[src/rtl/time_counter_if.sv]
// Control inputs and BCD time-of-day outputs of the time_counter block.
interface time_counter_if;
  logic       run;
  logic       set_min;
  logic       set_hour;
  logic [3:0] min;
  logic [3:0] minten;
  logic [3:0] hour;
  logic [3:0] hourten;
  logic       pm;
  logic       sec_tick;
  logic       min_tick;

  modport master (
    output run, set_min, set_hour,
    input  min, minten, hour, hourten, pm, sec_tick, min_tick
  );

  modport slave (
    input  run, set_min, set_hour,
    output min, minten, hour, hourten, pm, sec_tick, min_tick
  );
endinterface

[src/rtl/time_counter.sv]
// 12-hour BCD time-of-day keeper: prescales clk to 1 Hz, counts seconds,
// minutes and hours, and applies debounced set_min / set_hour pulses.
module time_counter #(
  parameter int unsigned SEC_DIV = 100_000_000
) (
  input  logic          clk,
  input  logic          rst_n,
  time_counter_if.slave bus
);

  localparam int unsigned PW = (SEC_DIV > 1) ? $clog2(SEC_DIV) : 1;
  localparam logic [PW-1:0] LAST = PW'(SEC_DIV - 1);

  logic [PW-1:0] presc;
  logic [5:0]    sec;
  logic [3:0]    min_r, minten_r, hour_r, hourten_r;
  logic          pm_r, sec_tick_r, min_tick_r;

  logic sec_evt, min_evt, min_adv, min_wrap, hour_carry, hour_adv;

  // A set_min pulse swallows the natural second/minute event of its cycle,
  // so it can never also carry into the hour.
  always_comb begin
    sec_evt    = bus.run && (presc == LAST) && !bus.set_min;
    min_evt    = sec_evt && (sec == 6'd59);
    min_adv    = min_evt || bus.set_min;
    min_wrap   = (min_r == 4'd9);
    hour_carry = min_evt && min_wrap && (minten_r == 4'd5);
    hour_adv   = hour_carry || bus.set_hour;
  end

  always_ff @(posedge clk or negedge rst_n) begin
    if (!rst_n) begin
      presc      <= '0;
      sec        <= '0;
      min_r      <= '0;
      minten_r   <= '0;
      hour_r     <= 4'd2;
      hourten_r  <= 4'd1;
      pm_r       <= 1'b0;
      sec_tick_r <= 1'b0;
      min_tick_r <= 1'b0;
    end else begin
      sec_tick_r <= sec_evt;
      min_tick_r <= min_evt;

      if (bus.set_min) begin
        presc <= '0;
        sec   <= '0;
      end else begin
        if (bus.run)
          presc <= (presc == LAST) ? '0 : presc + PW'(1);
        if (sec_evt)
          sec <= (sec == 6'd59) ? '0 : sec + 6'd1;
      end

      if (min_adv) begin
        if (min_wrap) begin
          min_r    <= '0;
          minten_r <= (minten_r == 4'd5) ? '0 : minten_r + 4'd1;
        end else begin
          min_r <= min_r + 4'd1;
        end
      end

      // Hour runs 12,1..9,10,11,12; pm flips on the 11 -> 12 step.
      if (hour_adv) begin
        if (hourten_r == 4'd1 && hour_r == 4'd2) begin
          hourten_r <= '0;
          hour_r    <= 4'd1;
        end else if (hourten_r == 4'd0 && hour_r == 4'd9) begin
          hourten_r <= 4'd1;
          hour_r    <= '0;
        end else begin
          hour_r <= hour_r + 4'd1;
          if (hourten_r == 4'd1 && hour_r == 4'd1)
            pm_r <= ~pm_r;
        end
      end
    end
  end

  assign bus.min      = min_r;
  assign bus.minten   = minten_r;
  assign bus.hour     = hour_r;
  assign bus.hourten  = hourten_r;
  assign bus.pm       = pm_r;
  assign bus.sec_tick = sec_tick_r;
  assign bus.min_tick = min_tick_r;

endmodule

[src/flat_wrapper.sv]
// flat-port wrapper written by rule: the top's interface ports become plain ports
module time_counter_flat 
#(
  parameter int unsigned SEC_DIV = 100_000_000
)
  (clk, rst_n, bus_run, bus_set_min, bus_set_hour, bus_min, bus_minten, bus_hour, bus_hourten, bus_pm, bus_sec_tick, bus_min_tick);
  time_counter_if bus_i ();
  input  logic clk;
  input  logic rst_n;
  input wire logic [$bits(bus_i.run)-1:0] bus_run;
  input wire logic [$bits(bus_i.set_min)-1:0] bus_set_min;
  input wire logic [$bits(bus_i.set_hour)-1:0] bus_set_hour;
  output wire logic [$bits(bus_i.min)-1:0] bus_min;
  output wire logic [$bits(bus_i.minten)-1:0] bus_minten;
  output wire logic [$bits(bus_i.hour)-1:0] bus_hour;
  output wire logic [$bits(bus_i.hourten)-1:0] bus_hourten;
  output wire logic [$bits(bus_i.pm)-1:0] bus_pm;
  output wire logic [$bits(bus_i.sec_tick)-1:0] bus_sec_tick;
  output wire logic [$bits(bus_i.min_tick)-1:0] bus_min_tick;
  assign bus_i.run = bus_run;
  assign bus_i.set_min = bus_set_min;
  assign bus_i.set_hour = bus_set_hour;
  assign bus_min = bus_i.min;
  assign bus_minten = bus_i.minten;
  assign bus_hour = bus_i.hour;
  assign bus_hourten = bus_i.hourten;
  assign bus_pm = bus_i.pm;
  assign bus_sec_tick = bus_i.sec_tick;
  assign bus_min_tick = bus_i.min_tick;
  time_counter #(.SEC_DIV(SEC_DIV)) u_core (.clk(clk), .rst_n(rst_n), .bus(bus_i));
endmodule
[config.mk]
export PLATFORM = sky130hd
export DESIGN_NAME = time_counter_flat
export DESIGN_NICKNAME = d
export VERILOG_FILES = /design/src/rtl/time_counter_if.sv /design/src/rtl/time_counter.sv /design/src/flat_wrapper.sv
export SDC_FILE = /design/constraint.sdc
export NUM_CORES = 1
export LEC_CHECK = 0
export ABC_AREA = 1
export BUFFER_PORTS_ARGS = -buffer_cell sky130_fd_sc_hd__clkbuf_2
export CORE_ASPECT_RATIO = 1.4
export CORE_MARGIN = 2
export CORE_UTILIZATION = 50
export CTS_CLUSTER_SIZE = 40
export DETAILED_ROUTE_END_ITERATION = 10
export HOLD_SLACK_MARGIN = 0.03
export MAX_ROUTING_LAYER = met4
export PLACE_DENSITY = 0.68
export SLEW_MARGIN = 20
export SYNTH_ARGS = -nofsm -noshare
export SYNTH_HDL_FRONTEND = slang
export SYNTH_SLANG_ARGS = --single-unit
[constraint.sdc]
create_clock -name clk -period 2.3 [get_ports clk]
set_input_delay 0.575 -clock clk [delete_from_list [all_inputs] [get_ports clk]]
set_output_delay 0.575 -clock clk [all_outputs]
set_load 0.03 [all_outputs]
==> impl_metrics.ini, run 1 <==
[global_route]
grt_pass1_vias = 2527
grt_start_max_net_pins = 28
grt_overflow_total = 0
grt_pass1_wl_mm = 11.27
track_usage_pct = 21.96
antenna_found_initial = 0

[placed_design]
gp_congestion = 0.9032
io_buffers = 20
dpl.hpwl_mm = 5.009

[cells_and_area]
drive_gt1_share_pct = 17.49
final_common_cell = nand2_1
multi_input_area_mm2 = 0.001577
fin_nets = 432
layout_common_cells = nand2_1, nor2_1, dfrtp_1, inv_1, nand3_1
n_antenna_cell = 0
fill_cells = 552
regArea_mm2 = 0.001229
area_delta_synth_final_pct = 10.98

[clock_network]
clkSinkCount = 49
cts.path.max_buffers = 2
post_cts_resized = 0
cts_tree = built
h-tree-depth = 2
holdBufCountCts = 0
cts_buffers = 5
cts-root-buf = clkbuf_8
clock_latency_ns = 0.31
post-cts-setup-buffer-count = 0
clk_pin_slew_worst_paths_ns = 0.09

[setup_path]
startpoint_type = register
crit_arrival_ns = 2.20
crit_chain = ha_1 -> nand2_1 -> nor2_1 -> nand2_2 -> nor3_2 -> nand3_2 -> nand2_4 -> nand2_4 -> nand2_1 -> o21ai_2
critPathMaxStageDelay_ns = 0.46
cp_slowest_cell = dfrtp_1
critPathCaptureType = register
crit_fanout = 9
cp_data_required_time_ns = 2.50
r2r_setup_slack_ns = 0.31
reg2reg_to = u_core.bus.minten[2]
endpoint = u_core.bus.minten[2]
r2r-start = u_core.presc[0]
crit_type = reg -> reg
rr_worst_depth = 10
crit_start = u_core.presc[0]

[logic_synthesis]
ys_seq_area_share_pct = 40.55
ys_top_cells_by_area = dfrtp_1, nand2_1, nor2_1
yosys.area.top_type = dfrtp_1
ys_types = 40
synth-seq-cells = 49
ys.warnings.count = 0
netlist_area_mm2 = 0.003030
synthCells = 395
syn_avg_cell_area_um2 = 7.672
synth_top_area_share_pct = 38.81

[sta]
worstMarginPinSlew_ns = 0.5874
finalHoldViolations = 0
fmax_mhz = 501.3
finalCriticalPeriod_ns = 1.995
slew_viol_final = 0
finalSetupTns_ns = 0
setup_viol = 0
skew_ns = 0.007603
post-route-period-util_pct = 86.73
rsz0062_at_grt = false
slew_headroom_pct = 60.84

[floorplan]
fp.dieH_um = 96.12
core.rowCount = 33
coreArea_mm2 = 0.005863
die-area_mm2 = 0.006708
die_w_um = 69.80
ios = 24
start_util_pct = 51.69

[power_and_ir_drop]
total_power_mw = 2.532
irDropWorstVdd_mv = 0.5445
power_density_mw_per_mm2 = 752.9
leakage_nw = 1.505

[route]
num_vias = 2622
dr.pass1.iters = 5
viasPerCell = 5.318
drt-initial-drc-count = 170
drt_wl_total_mm = 6.552
wl_per_cell_um = 13.29
drc = 0
postRouteAntennaNets = 0

[worst_hold_path]
hold_path_class = in -> async

[run_status]
run_status = finished clean

[run]
cap_viol_max_count = 0
-- synth_stat cells, drive strengths merged --
cell type and number:
nand2 97, nor2 61, inv 49, dfrtp 47, nand3 29, o21ai 26, nor3 17, xor2 13
nand4 9, a21oi 8, buf 5, ha 5, nor4 5, xnor2 5, and3 3, nand3b 3
o22ai 3, clkbuf 2, dfstp 2, a211oi 1, a31oi 1, conb 1, mux2i 1, nor3b 1
or2 1
-- where the power goes --
part	internal (mW)	total [mW]	switching (mW)
clock network	0.432	0.731	0.299
registers	0.975	1.10	0.123
logic	0.224	0.704	0.479
total	1.63	2.53	0.901
-- cells by family (layout without fill, tap and decap cells) --
kind of cell / after synthesis / in the layout / share of synthesized area, %
simple gates: 226 / 226 / 36.75
flops: 49 / 49 / 40.55
other cells: 1 / 3 / 0.1237
compound gates: 39 / 39 / 7.309
xor+xnor: 18 / 18 / 5.202
fa+ha+maj: 5 / 5 / 2.064
mux: 1 / 1 / 0.3303
buf+inv: 56 / 82 / 7.679
-- metrics by stage --
stage / util (%) / cell area (um2) / worst slack [ns] / hold slack [ns] / cells
after floorplan: - / 3038 / 0.5802 / 0.2794 / 397
after global placement: 55.08 / 3229 / 0.3950 / 0.4764 / 485
after detailed placement: 55.08 / 3229 / 0.3487 / 0.4902 / 485
after CTS: 57.36 / 3363 / 0.3035 / 0.2671 / 493
after global routing: 57.36 / 3363 / 0.1278 / 0.2875 / 493
final: 57.36 / 3363 / 0.3053 / 0.2445 / 493
-- area by class of cell --
class                           instances  area share (%)
Timing Repair Buffer                   25           4.464
Sequential cell                        49           36.53
Clock buffer                            5           2.046
Inverter                               49           5.543
Tap cell                               70           2.604
Clock inverter                          3           1.935
Multi-Input combinational cell        292           46.87
-- how the worst min path moves through the flow --
stage / cells past startpoint / slack, ns / to
final: 1 / 0.24 / u_core.presc[4]
after global routing: 1 / 0.29 / u_core.presc[16]
after CTS: 1 / 0.27 / u_core.presc[4]
after detailed placement: 2 / 0.49 / u_core.bus.hourten[0]
after global placement: 2 / 0.48 / u_core.bus.pm
after floorplan: 0 / 0.28 / u_core.bus.hour[0]
-- sequential cells by signal (all words and copies together), names as in the netlist --
register and count:
u_core.presc 27, u_core.sec 6, u_core.bus.hour 4, u_core.bus.min 4, u_core.bus.minten 4, u_core.bus.hourten 1
u_core.bus.min_tick 1, u_core.bus.pm 1, u_core.bus.sec_tick 1
-- worst max-delay path: cells and delay by family (launching register included) --
family          cells  cell delay (ns)
flops               1             0.46
fa+ha+maj           1             0.23
compound gates      1             0.05
simple gates        8             1.14
-- layer usage --
layer	GRT usage, %	share of wire (%)
met1	23.14	40
met2	39.84	52
met3	3.560	4.3
met4	11.22	3.3
met5	-	0
(Power assumes the default switching activity.)
==> run 2, diff against run 1 <==
Settings changed: BUFFER_PORTS_ARGS -buffer_cell sky130_fd_sc_hd__clkbuf_2 to -buffer_cell sky130_fd_sc_hd__buf_2.
==> impl_metrics.ini, run 2 (same netlist as run 1, synthesis figures left out) <==
[clock_network]
post_cts_resized = 0
cts.path.max_buffers = 2
clkSinkCount = 49
holdBufCountCts = 0
cts-root-buf = clkbuf_8
cts_tree = built
post-cts-setup-buffer-count = 0
cts_buffers = 5
clk_pin_slew_worst_paths_ns = 0.09
h-tree-depth = 2
clock_latency_ns = 0.31

[setup_path]
cp_data_required_time_ns = 2.50
crit_arrival_ns = 2.18
reg2reg_to = u_core.bus.minten[3]
critPathMaxStageDelay_ns = 0.46
crit_fanout = 9
critPathCaptureType = register
startpoint_type = register
r2r-start = u_core.presc[0]
crit_type = reg -> reg
rr_worst_depth = 10
cp_slowest_cell = dfrtp_1
crit_chain = ha_1 -> nand2_1 -> nor2_1 -> nand2_2 -> nor3_2 -> nand3_2 -> nand2_4 -> nand2_4 -> nand2_1 -> o21ai_2
r2r_setup_slack_ns = 0.32

[floorplan]
die_w_um = 69.80
start_util_pct = 51.69
ios = 24
coreArea_mm2 = 0.005863
fp.dieH_um = 96.12
core.rowCount = 33
die-area_mm2 = 0.006708

[sta]
rsz0062_at_grt = false
fmax_mhz = 506.0
finalHoldViolations = 0
finalCriticalPeriod_ns = 1.976
post-route-period-util_pct = 85.93
setup_viol = 0
slew_viol_final = 0
worstMarginPinSlew_ns = 0.6275
skew_ns = 0.005520
finalSetupTns_ns = 0
slew_headroom_pct = 58.17

[route]
dr.pass1.iters = 4
drt-initial-drc-count = 128
viasPerCell = 5.213
num_vias = 2570
wl_per_cell_um = 13.20
drt_wl_total_mm = 6.509
postRouteAntennaNets = 0
drc = 0

[global_route]
antenna_found_initial = 0
grt_overflow_total = 0
grt_pass1_wl_mm = 11.06
track_usage_pct = 21.31
grt_start_max_net_pins = 50
grt_pass1_vias = 2523

[power_and_ir_drop]
leakage_nw = 1.493
seq_power_share_pct = 44.9
irDropWorstVdd_mv = 0.5468
sw_frac_of_total_pct = 37.32
power_density_mw_per_mm2 = 731.8
pwr-share-clk_pct = 26.2
intPower_mw = 1.527
p_sw_mw = 0.9090
p_comb_share_pct = 28.8

[run_status]
run_status = finished clean

[placed_design]
dp.cells = 485
io_buffers = 20
gp_congestion = 0.8808
dpl.hpwl_mm = 4.984

[cells_and_area]
fin_nets = 432
layout_common_cells = nand2_1, nor2_1, dfrtp_1, inv_1, nand3_1
area_delta_synth_final_pct = 9.827
largest_reg_flops = 27
drive_gt1_share_pct = 17.26
reg_top3 = u_core.presc: 27 flops, u_core.sec: 6 flops
final_common_cell = nand2_1
finalNonFillerCells = 493
fill_cells = 558
top_register = u_core.presc
n_antenna_cell = 0

[run]
cap_viol_max_count = 0

[worst_hold_path]
hold_path_class = in -> async
[run 2: cell types whose count changed in the layout (fill, tap and decap cells not counted)]
cell,previous run,this run
clkbuf_1,0,1
buf_4,4,5
clkinv_2,1,0
buf_12,1,0
buf_2,0,20
clkinv_4,0,1
clkbuf_2,20,0
bufinv_16,2,1
[run 2: stage by stage]
stage	hold slack, ns	area (um2)	setup WS, ns	power (mW)	utilization, %
finish	0.3527	3328	0.3236	2.436	56.76
global route	0.4263	3328	0.1169	2.575	56.76
CTS	0.3781	3328	0.3138	2.457	56.76
detailed placement	0.4886	3217	0.3361	1.818	54.87
global placement	0.4757	3217	0.3711	1.804	54.87
floorplan	0.2794	3038	0.5802	1.623	-
[run 2: power by group through the flow]
| stage | Sequential [mW] | Combinational (mW) | Clock [mW] |
|---|---|---|---|
| final | 1.09 | 0.702 | 0.639 |
| after global routing | 1.11 | 0.778 | 0.682 |
| after CTS | 1.09 | 0.711 | 0.652 |
| after detailed placement | 1.11 | 0.710 | 0 |
| after global placement | 1.11 | 0.696 | 0 |
| after floorplan | 1.29 | 0.336 | 0 |
[run 2: area by class of cell]
cell class / count / area (um2) / area share (%)
timing repair buffer: 25 / 137.6 / 4.135
inverter: 49 / 186.4 / 5.602
clock buffer: 6 / 72.57 / 2.180
tap: 70 / 87.58 / 2.632
sequential: 49 / 1229 / 36.92
multi-input combinational: 292 / 1577 / 47.37
clock inverter: 2 / 38.79 / 1.165
[run 2: routing by layer]
| layer | global-route usage (%) | share of wire (%) |
|---|---|---|
| met1 | 22.84 | 42 |
| met4 | 7.853 | 2.0 |
| met5 | - | 0 |
| met3 | 3.455 | 3.0 |
| met2 | 39.68 | 53 |
[run 2: worst max-delay path, delay by kind of cell, from the launching register on]
| family | cells | cell delay, ns |
|---|---|---|
| flops | 1 | 0.46 |
| fa+ha+maj | 1 | 0.22 |
| compound gates | 1 | 0.05 |
| simple gates | 8 | 1.13 |
[run 2: worst max path at each step]
stage,start,endpoint,cells after the start
2_1_floorplan,u_core.presc[0],u_core.bus.minten[3],10
3_5_place_dp,u_core.presc[0],u_core.bus.minten[3],10
6_report,u_core.presc[0],u_core.bus.minten[3],10
4_1_cts,u_core.presc[0],u_core.bus.minten[3],10
3_3_place_gp,u_core.presc[0],u_core.bus.minten[3],10
5_1_grt,u_core.presc[0],u_core.bus.minten[3],10
